## src/rtl/posit_defines.sv

```systemverilog
// rtl/posit_defines.sv - shared FSM state type and ceil-log2 helper for the posit layer blocks
package posit_defines;

  typedef enum logic {
    COLLECT = 1'b0,
    EMIT    = 1'b1
  } state_t;

  function automatic int log2_ceil(input int n);
    int r;
    r = 0;
    while ((1 << r) < n) r++;
    return r;
  endfunction

endpackage

```

## src/rtl/positron_layer_serializer.sv

```systemverilog
// rtl/positron_layer_serializer.sv - gathers one result per positron, then streams the window out in index order
module positron_layer_serializer
  import posit_defines::*;
#(
  parameter int POSIT_WIDTH  = 4,
  parameter int NB_POSITRONS = 16
) (
  input  logic                                clk,
  input  logic                                rst_n,
  input  logic [NB_POSITRONS-1:0]             rts_i,
  input  logic [NB_POSITRONS-1:0]             eow_i,
  input  logic [NB_POSITRONS*POSIT_WIDTH-1:0] posit_i,
  output logic [NB_POSITRONS-1:0]             rtr_o,
  input  logic                                rtr_i,
  output logic                                rts_o,
  output logic                                sow_o,
  output logic                                eow_o,
  output logic [POSIT_WIDTH-1:0]              posit_o,
  output logic                                layer_done_o
);

  localparam int IDX_W = log2_ceil(NB_POSITRONS);
  localparam logic [IDX_W-1:0] LAST_IDX = IDX_W'(NB_POSITRONS - 1);

  state_t                  state_q, state_d;
  logic [IDX_W-1:0]        idx_q, idx_d;
  logic [NB_POSITRONS-1:0] valid_q, valid_d;
  logic [NB_POSITRONS-1:0] rtr_q;
  logic [NB_POSITRONS-1:0] cap;
  logic [NB_POSITRONS-1:0] clr;
  logic                    done_d, done_q;
  logic [POSIT_WIDTH-1:0]  res_q [NB_POSITRONS];

  // Only final (end-of-window) results are stored; partial handshakes are acked and dropped.
  assign cap = rts_i & eow_i & rtr_q;

  always_comb begin
    state_d = state_q;
    idx_d   = idx_q;
    clr     = '0;
    done_d  = 1'b0;
    rts_o   = 1'b0;
    sow_o   = 1'b0;
    eow_o   = 1'b0;
    case (state_q)
      COLLECT: begin
        if (&valid_q) begin
          state_d = EMIT;
          idx_d   = '0;
        end
      end
      EMIT: begin
        rts_o = 1'b1;
        sow_o = (idx_q == '0);
        eow_o = (idx_q == LAST_IDX);
        if (rtr_i) begin
          clr[idx_q] = 1'b1;
          if (idx_q == LAST_IDX) begin
            idx_d   = '0;
            state_d = COLLECT;
            done_d  = 1'b1;
          end else begin
            idx_d = idx_q + 1'b1;
          end
        end
      end
      default: state_d = COLLECT;
    endcase
  end

  // rtr_q tracks ~valid_d so a slot freed this cycle can't also be captured this cycle.
  assign valid_d = (valid_q | cap) & ~clr;

  always_ff @(posedge clk or negedge rst_n) begin
    if (!rst_n) begin
      state_q <= COLLECT;
      idx_q   <= '0;
      valid_q <= '0;
      rtr_q   <= '1;
      done_q  <= 1'b0;
    end else begin
      state_q <= state_d;
      idx_q   <= idx_d;
      valid_q <= valid_d;
      rtr_q   <= ~valid_d;
      done_q  <= done_d;
    end
  end

  always_ff @(posedge clk) begin
    for (int k = 0; k < NB_POSITRONS; k++) begin
      if (cap[k]) res_q[k] <= posit_i[k*POSIT_WIDTH +: POSIT_WIDTH];
    end
  end

  assign posit_o      = res_q[idx_q];
  assign rtr_o        = rtr_q;
  assign layer_done_o = done_q;

endmodule

```

## config.mk

```make
export PLATFORM = sky130hd
export DESIGN_NAME = positron_layer_serializer
export DESIGN_NICKNAME = d
export VERILOG_FILES = /design/src/rtl/posit_defines.sv /design/src/rtl/positron_layer_serializer.sv
export SDC_FILE = /design/constraint.sdc
export NUM_CORES = 1
export LEC_CHECK = 0
export CORE_MARGIN = 2
export CORE_UTILIZATION = 42
export CTS_CLUSTER_SIZE = 25
export DETAILED_ROUTE_END_ITERATION = 10
export PLACE_DENSITY = 0.78
export SLEW_MARGIN = 30
export SYNTH_ARGS = -nofsm -noshare
export SYNTH_HDL_FRONTEND = slang
export SYNTH_SLANG_ARGS = --single-unit
```

## constraint.sdc

```tcl
create_clock -name clk -period 1.8 [get_ports clk]
set_clock_uncertainty 0.05 [all_clocks]
set_input_delay 0.45 -clock clk [delete_from_list [all_inputs] [get_ports clk]]
set_output_delay 0.45 -clock clk [all_outputs]
set_load 0.02 [all_outputs]
```

# Word-level counts from Yosys, hierarchy flattened
# Memories as Yosys holds them, arrays and structs flattened.
# Cells that the tools add are included.
[totals] out_inout_bits=24 ff_bits=38 word_cells=73 in_bits=99 ramBits=64 n_memories=1
[op_classes] addsub=1 n_bitwise=7 eq_ne=3 n_reduce_logical=4 n_mux=50 n_lt_le_gt_ge=2
[mem_list] name="res_q" words=16 word_bits=4 read_ports=1 rd_ports_with_merged_regs=0 wr=16 line_no="positron_layer_serializer.sv:32" source="logic [POSIT_WIDTH-1:0] res_q [NB_POSITRONS];"
[op_table] cell="AND 16 bit" n=3
[op_table] cell="2-to-1 mux 1 bit" n=42
[op_table] cell="2-to-1 mux 16 bit" n=2
[op_table] cell="inverter 16 bit" n=2
[op_table] cell="OR 16 bit" n=1
[op_table] cell="AND reduction 16 bit" n=1
[op_table] cell="2-to-1 mux 4 bit" n=3
[op_table] cell="one-hot mux 4 bit (2 select lines)" n=1
[op_table] cell="< comparator 4 x 5 -> 1 bit, second input constant" n=1
[op_table] cell="adder 4 x 1 -> 4 bit, second input constant" n=1
[op_table] cell="demux 1 bit (select 4 bit)" n=1
[op_table] cell="equality test 4 bit, second input constant" n=1
[op_table] cell=">= comparator 4 x 1 -> 1 bit, second input constant" n=1
[op_table] cell="zero test 4 bit" n=1
[op_table] cell="!= test 2 bit, second input constant" n=2
[op_table] cell="one-hot mux 1 bit (2 select lines)" n=1
[op_table] cell="AND reduction 2 bit" n=1
[op_table] cell="logical AND 1 bit" n=1
[op_table] cell="inverter 1 bit" n=1

# Logic depth before layout (Yosys ltp)
# Gate-level depths: netlist (run 1).
[logic_depth] ltp_word=9 depth_mapped=7 ltp_nobuf=5

# Worst setup path after synthesis (run 1)
# No wires, ideal clock.
[synth_timing] kind="register -> output" start="register idx_q[0]" end="output port posit_o[0]" path_stages_with_launch=6 t_arrival_ns=1.488 setup_slack_ns=-0.188 cell_sequence="dfrtp_1 > buf_6 > buf_8 > mux4_1 > a22oi_1 > nand2_1"
[synth_between] elab_chain_cells=1
[synth_lines] element="start, declared" line_no="positron_layer_serializer.sv:26" source="logic [IDX_W-1:0] idx_q, idx_d;"
[synth_lines] element="start signal, assigned" line_no="positron_layer_serializer.sv:83" source="idx_q <= idx_d;"
[synth_lines] element="memory (16 x 4 bit)"
[synth_lines] element="end, declared" line_no="positron_layer_serializer.sv:18" source="output logic [POSIT_WIDTH-1:0] posit_o,"
# Every way passes these cells.

# Final worst setup path (run 1)
[layout_timing] start="register idx_q[0]" end="output port posit_o[3]"
# Same word-level chain as after synthesis.

==> reports/metrics.cfg, run 1 <==
[timing]
max-slew-margin-rel=0.6685
tns_ps=-3497
max_freq_mhz=406.3
finalMaxSlewViolations=0
hold_viol_final=0
worst_pin_slew_ps=496.2
setup_ws_ps=-661.0
grt_setup_unrepaired=true
period_needed_ps=2461
setup_viol=6
period_share=1.367

[synthesis]
synth_flop_cell=edfxtp_1
synth-simple-area-share=0.07349
syn-num-nets=335
synth_edf_count=64
synthTopCellsByArea=edfxtp_1 (48%), dfrtp_1 (14%), dfstp_2 (11%)
synthMostInstantiatedCell=edfxtp_1
syn_inst=232
synthMuxAreaShare=0.1055
async_flop_share=0.3725
netlist.area_leader.share=0.4824
synth_adder_area_share=0.01256
avgSynthCellArea_um2=17.17
synth_area_um2=3984
synth_compound_area_frac=0.05245
ys_ff_latch=102
synthXorXnorAreaFrac=0
synth.largest_area_cell=edfxtp_1
synth_top_family_by_area=multiplexers
yosysWarnings=0
synth_common_cells=edfxtp_1 (64), dfrtp_1 (22), and3_1 (19)
yosysUniqueCellTypes=29
seq_area_frac_synth=0.7261

[cells_and_area]
n_fill_cell=705
diodes=0
final_core_util=0.6364
nNetsFinal=485
syn2layout_area_growth_pct=47.61
drive_above_1_share=0.2765

[route]
vias=2638
vias_per_cell=5.112
drt_iter0_markers=185
ant_nets=0
drtPass1Iterations=4
drc=0
routed_wl_um=10270
post_drt_wl_per_cell_um=19.89

[die]
ios=123
initial_core_util=0.4311
rows=35
die_h_um=101.4
dieArea_um2=10280
core_um2=9240
die_w_um=101.4

[global_routing]
grt_pass1_wl_um=15190
grt_usage=0.2064
antenna_found_initial=0
grt_overflow=0
grt_max_degree=39
first_global_vias=2850

[power_and_ir_drop]
p_leak_nw=2.238
power_mw=8.192
peakVddDrop_mv=0.8021
p_per_area_nw_per_um2=1393

[critical_path]
cp_num_buf_inv=3
rrSetupSlack_ps=20
crit_slowest_cell=mux4_2
cp-end-kind=output port
r2r_cells=9
crit_chain=buf_12 > buf_6 > mux4_2 > a22oi_2 > nand2_2 > buf_6
timing.rr.end=valid_q[8]$_DFF_PN0_
worstPathMaxFanout=8
cpMostUsedCell=buf_6
r2r_start=idx_q[0]$_DFFE_PN0P_
cp_data_arrival_time_ps=1960
slowest_delay_ps=500
cp_top_family=multiplexers
crit_type=register to output port
crit_required_ps=1300
start_kind=register

[flow_run]
maxCapViolations=0

[cts]
clk_pin_slew_ps=100
cts_buffers=9
cts-root-buf=clkbuf_8
cts_tree=yes
clockBufferDepth=2
cts.sinks=102
cts_hold_buf=0
htree_levels=3
worstSkewPairLatency_ps=370

[placement]
gp_congestion=0.8962
dpl.hpwl_um=7766
place.port_buffers=122

[worst_hold_path]
worstHoldPathType=primary input to asynchronous set/reset pin

[run_status]
violations=setup timing
status=complete, but fails checks

registers in the layout, indices dropped and copies added, names as in the netlist:
signal / flops
idx_q: 4
layer_done_o: 1
state_q: 1
rtr_o: 16
res_q: 64
valid_q: 16
per-stage QoR:
step / hold WS (ps) / setup WS [ps] / instances / cell area (um^2)
3_5_place_dp: 376.8 / -700.4 / 492 / 5499
4_1_cts: 391.1 / -687.7 / 515 / 5754
5_1_grt: 388.3 / -732.2 / 516 / 5881
2_1_floorplan: 104.4 / -145.7 / 232 / 4003
6_report: 385.6 / -661.0 / 516 / 5881
3_3_place_gp: 372.7 / -636.8 / 492 / 5499
power breakdown:
group / switching (mW) / total (mW) / internal, mW
Sequential: 0.290 / 3.38 / 3.09
Combinational: 1.62 / 3.36 / 1.74
Clock: 0.771 / 1.46 / 0.684
Total: 2.68 / 8.19 / 5.51
metal layers:
| layer | global-route usage | vias to the layer above | share of wire |
|---|---|---|---|
| met5 | 0 | - | 0 |
| met4 | 0.09044 | 0 | 0.021 |
| met3 | 0.03658 | 18 | 0.055 |
| met2 | 0.3556 | 114 | 0.54 |
| met1 | 0.2565 | 1319 | 0.39 |
| li1 | - | 1187 | - |
layout make-up:
type | count | area, um^2 | share of cell area
clock buffer | 11 | 141.4 | 0.02404
tap | 129 | 161.4 | 0.02745
multi-input combinational | 104 | 1087 | 0.1849
sequential | 102 | 2894 | 0.4921
inverter | 18 | 70.07 | 0.01191
timing repair buffer | 147 | 1469 | 0.2498
clock inverter | 5 | 57.56 | 0.009787
worst max-delay path by stage:
stage,start,endpoint,slack (ps),depth (start not counted)
after global placement,idx_q[0]$_DFFE_PN0P_,posit_o[3],-640,5
after global routing,idx_q[0]$_DFFE_PN0P_,posit_o[3],-730,5
final,idx_q[0]$_DFFE_PN0P_,posit_o[3],-660,6
after detailed placement,idx_q[0]$_DFFE_PN0P_,posit_o[2],-700,5
after floorplan,idx_q[0]$_DFFE_PN0P_,posit_o[0],-150,5
after CTS,idx_q[0]$_DFFE_PN0P_,posit_o[3],-690,6
layout by cell type, fill, tap and decap left out, types with 2 or more instances in the layout:
master and count:
a22oi_2 8, a31o_2 3, and2_1 2, and3_1 17
and3_4 2, buf_12 3, buf_4 16, buf_6 11
clkbuf_8 10, clkdlybuf4s50_1 98, clkinv_2 2, dfrtp_1 21
dfstp_2 16, dlygate4sd2_1 17, edfxtp_1 64, ha_4 3
inv_1 17, mux4_1 2, mux4_2 14, nand2_1 8
nand2_2 5, nand2b_1 3, nand3_1 2, nand4_1 3
nor2_1 4, nor2b_1 2, o22ai_1 10, o22ai_2 3
o22ai_4 3
timing repair:
| item | CTS | global route |
|---|---|---|
| gates cloned | 1 | 0 |
| setup endpoints to repair | 24 | 26 |
| gates resized for setup | 66 | 27 |
| setup buffers | 6 | 1 |
| pin swaps | 9 | 8 |
logic make-up (layout without fill, tap and decap cells):
| family | count (synthesis) | in the layout |
|---|---|---|
| buf+inv | 26 | 181 |
| fa+ha+maj | 4 | 4 |
| flops | 102 | 102 |
| simple gates | 54 | 54 |
| compound gates | 30 | 30 |
| mux | 16 | 16 |
No activity file was read; power rests on OpenSTA's default activity.
==> inputs of run 2 (changes only) <==
- MAX_ROUTING_LAYER: not set -> met4
==> run 2 against run 1 <==
Compared with the run above: global-route usage rose by 0.66 points; worst hold slack improved by 3.2 ps; via count rose by 0.76%; register-to-register slack about the same; maximum frequency is 0.11% higher; design area unchanged; core utilization is the same; the run still ends with setup timing left; critical path depth unchanged; critical endpoint unchanged.
==> reports/metrics.cfg, run 2 (synthesized netlist as in run 1, its figures left out) <==
[run_status]
status=complete, but fails checks
violations=setup timing

[critical_path]
cp_top_family=multiplexers
cpMostUsedCell=buf_6
cp_num_buf_inv=3
crit_chain=buf_12 > buf_6 > mux4_2 > a22oi_2 > nand2_2 > buf_6
cp-end-kind=output port
cp_data_arrival_time_ps=1960
worstPathMaxFanout=8
crit_required_ps=1300
start_kind=register
slowest_delay_ps=500
crit_type=register to output port
crit_slowest_cell=mux4_2

[cells_and_area]
largest_reg_flops=64
nNetsFinal=485
fin_area_um2=5881
mostFrequentLayoutCells=clkdlybuf4s50_1 (98), edfxtp_1 (64), dfrtp_1 (21)
diodes=0
drive_above_1_share=0.2765
regMostFlops=res_q
syn2layout_area_growth_pct=47.61
final_common_cell=clkdlybuf4s50_1

[global_routing]
grt_max_degree=39
first_global_vias=2837
antenna_found_initial=0
grt_overflow=0
grt_pass1_wl_um=15230
grt_usage=0.2129

[timing]
period_share=1.366
max-slew-margin-rel=0.6724
worst_pin_slew_ps=490.4
period_needed_ps=2458
max_freq_mhz=406.8
holdWs_ps=388.8
hold_viol_final=0
setup_ws_ps=-658.2
finalMaxSlewViolations=0
grt_setup_unrepaired=true
setup_viol=6

[route]
vias_per_cell=5.151
drt_iter0_markers=176
drc=0
ant_nets=0
routed_wl_um=10250
post_drt_wl_per_cell_um=19.86
drtPass1Iterations=4
vias=2658

[power_and_ir_drop]
p_per_area_nw_per_um2=1395
p_seq_frac=0.412
p_leak_nw=2.238
power_switching_mw=2.689
clkPwrFrac=0.178
sw_frac_of_total=0.3279
p_int_mw=5.513
peakVddDrop_mv=0.8025
pwr-share-comb=0.409

[die]
die_w_um=101.4
ios=123
die_h_um=101.4
core_um2=9240
rows=35
initial_core_util=0.4311
dieArea_um2=10280

[worst_hold_path]
worstHoldPathType=primary input to asynchronous set/reset pin

[flow_run]
maxCapViolations=0

[cts]
clk_pin_slew_ps=100
cts-root-buf=clkbuf_8
worstSkewPairLatency_ps=370
clockBufferDepth=2
cts.sinks=102
cts_buffers=9
htree_levels=3
cts_hold_buf=0
cts_tree=yes

[placement]
dp_slack_ps=-700.4
gp_congestion=0.9115
place.port_buffers=122
dpl.hpwl_um=7766
dpl-instance-area_um2=5499

## run 2: cell counts in the layout (fill, tap and decap cells not counted)
No cell type changed its count.
## run 2: power groups by stage
stage,registers (mW),clock network [mW],logic [mW]
2_1_floorplan,3.52,0,1.54
6_report,3.38,1.46,3.36
3_3_place_gp,3.38,0,2.91
5_1_grt,3.43,1.58,3.60
4_1_cts,3.36,1.47,3.11
3_5_place_dp,3.39,0,2.98
## run 2: metrics by stage
stage / total power, mW / TNS [ps] / util / instances
after global placement: 6.299 / -3180 / 0.5951 / 492
after CTS: 7.941 / -3943 / 0.6227 / 515
after global routing: 8.611 / -4095 / 0.6364 / 516
after detailed placement: 6.372 / -3938 / 0.5951 / 492
after floorplan: 5.063 / -582.8 / - / 232
final: 8.202 / -3483 / 0.6364 / 516
## run 2: path summary, 6_finish.rpt
| path | from | endpoint | slack, ps | depth (start not counted) |
|---|---|---|---|---|
| worst max-delay path | idx_q[0]$_DFFE_PN0P_ | posit_o[3] | -660 | 6 |
| worst min-delay path | rst_n | valid_q[1]$_DFF_PN0_ | 390 | 2 |
| worst max register to register | idx_q[0]$_DFFE_PN0P_ | idx_q[3]$_DFFE_PN0P_ | 30 | 9 |
| worst min register to register | valid_q[8]$_DFF_PN0_ | rtr_o[8]$_DFF_PN1_ | 400 | 1 |
| max in group asynchronous | rst_n | rtr_o[13]$_DFF_PN1_ | 1050 | 2 |
| min in group clk | valid_q[8]$_DFF_PN0_ | rtr_o[8]$_DFF_PN1_ | 400 | 1 |
## run 2: layout make-up
cell class,instances,area [um^2]
Multi-Input combinational cell,104,1087
Sequential cell,102,2894
Clock buffer,11,141.4
Inverter,18,70.07
Clock inverter,5,57.56
Timing Repair Buffer,147,1469
Tap cell,129,161.4
Fill cell,705,3359
## run 2: metal layers
layer,global-route usage,vias up,wire length [um]
met3,0.03037,15,434
met5,-,-,0
met4,0.08316,0,180
li1,-,1189,-
met1,0.2603,1356,4093
met2,0.3597,98,5539
## run 2: timing repair
action / CTS / global route
endpoints found under the setup margin: 24 / 26
buffers inserted: 6 / 1
cloned: 1 / 0
gates resized for setup: 66 / 27
pin swaps: 9 / 8
==> inputs of run 3 (changes only) <==
- CTS_CLUSTER_SIZE: 25 -> not set
==> results of run 3 <==
No change in the layout: final DEF, timing and power equal those of run 2.
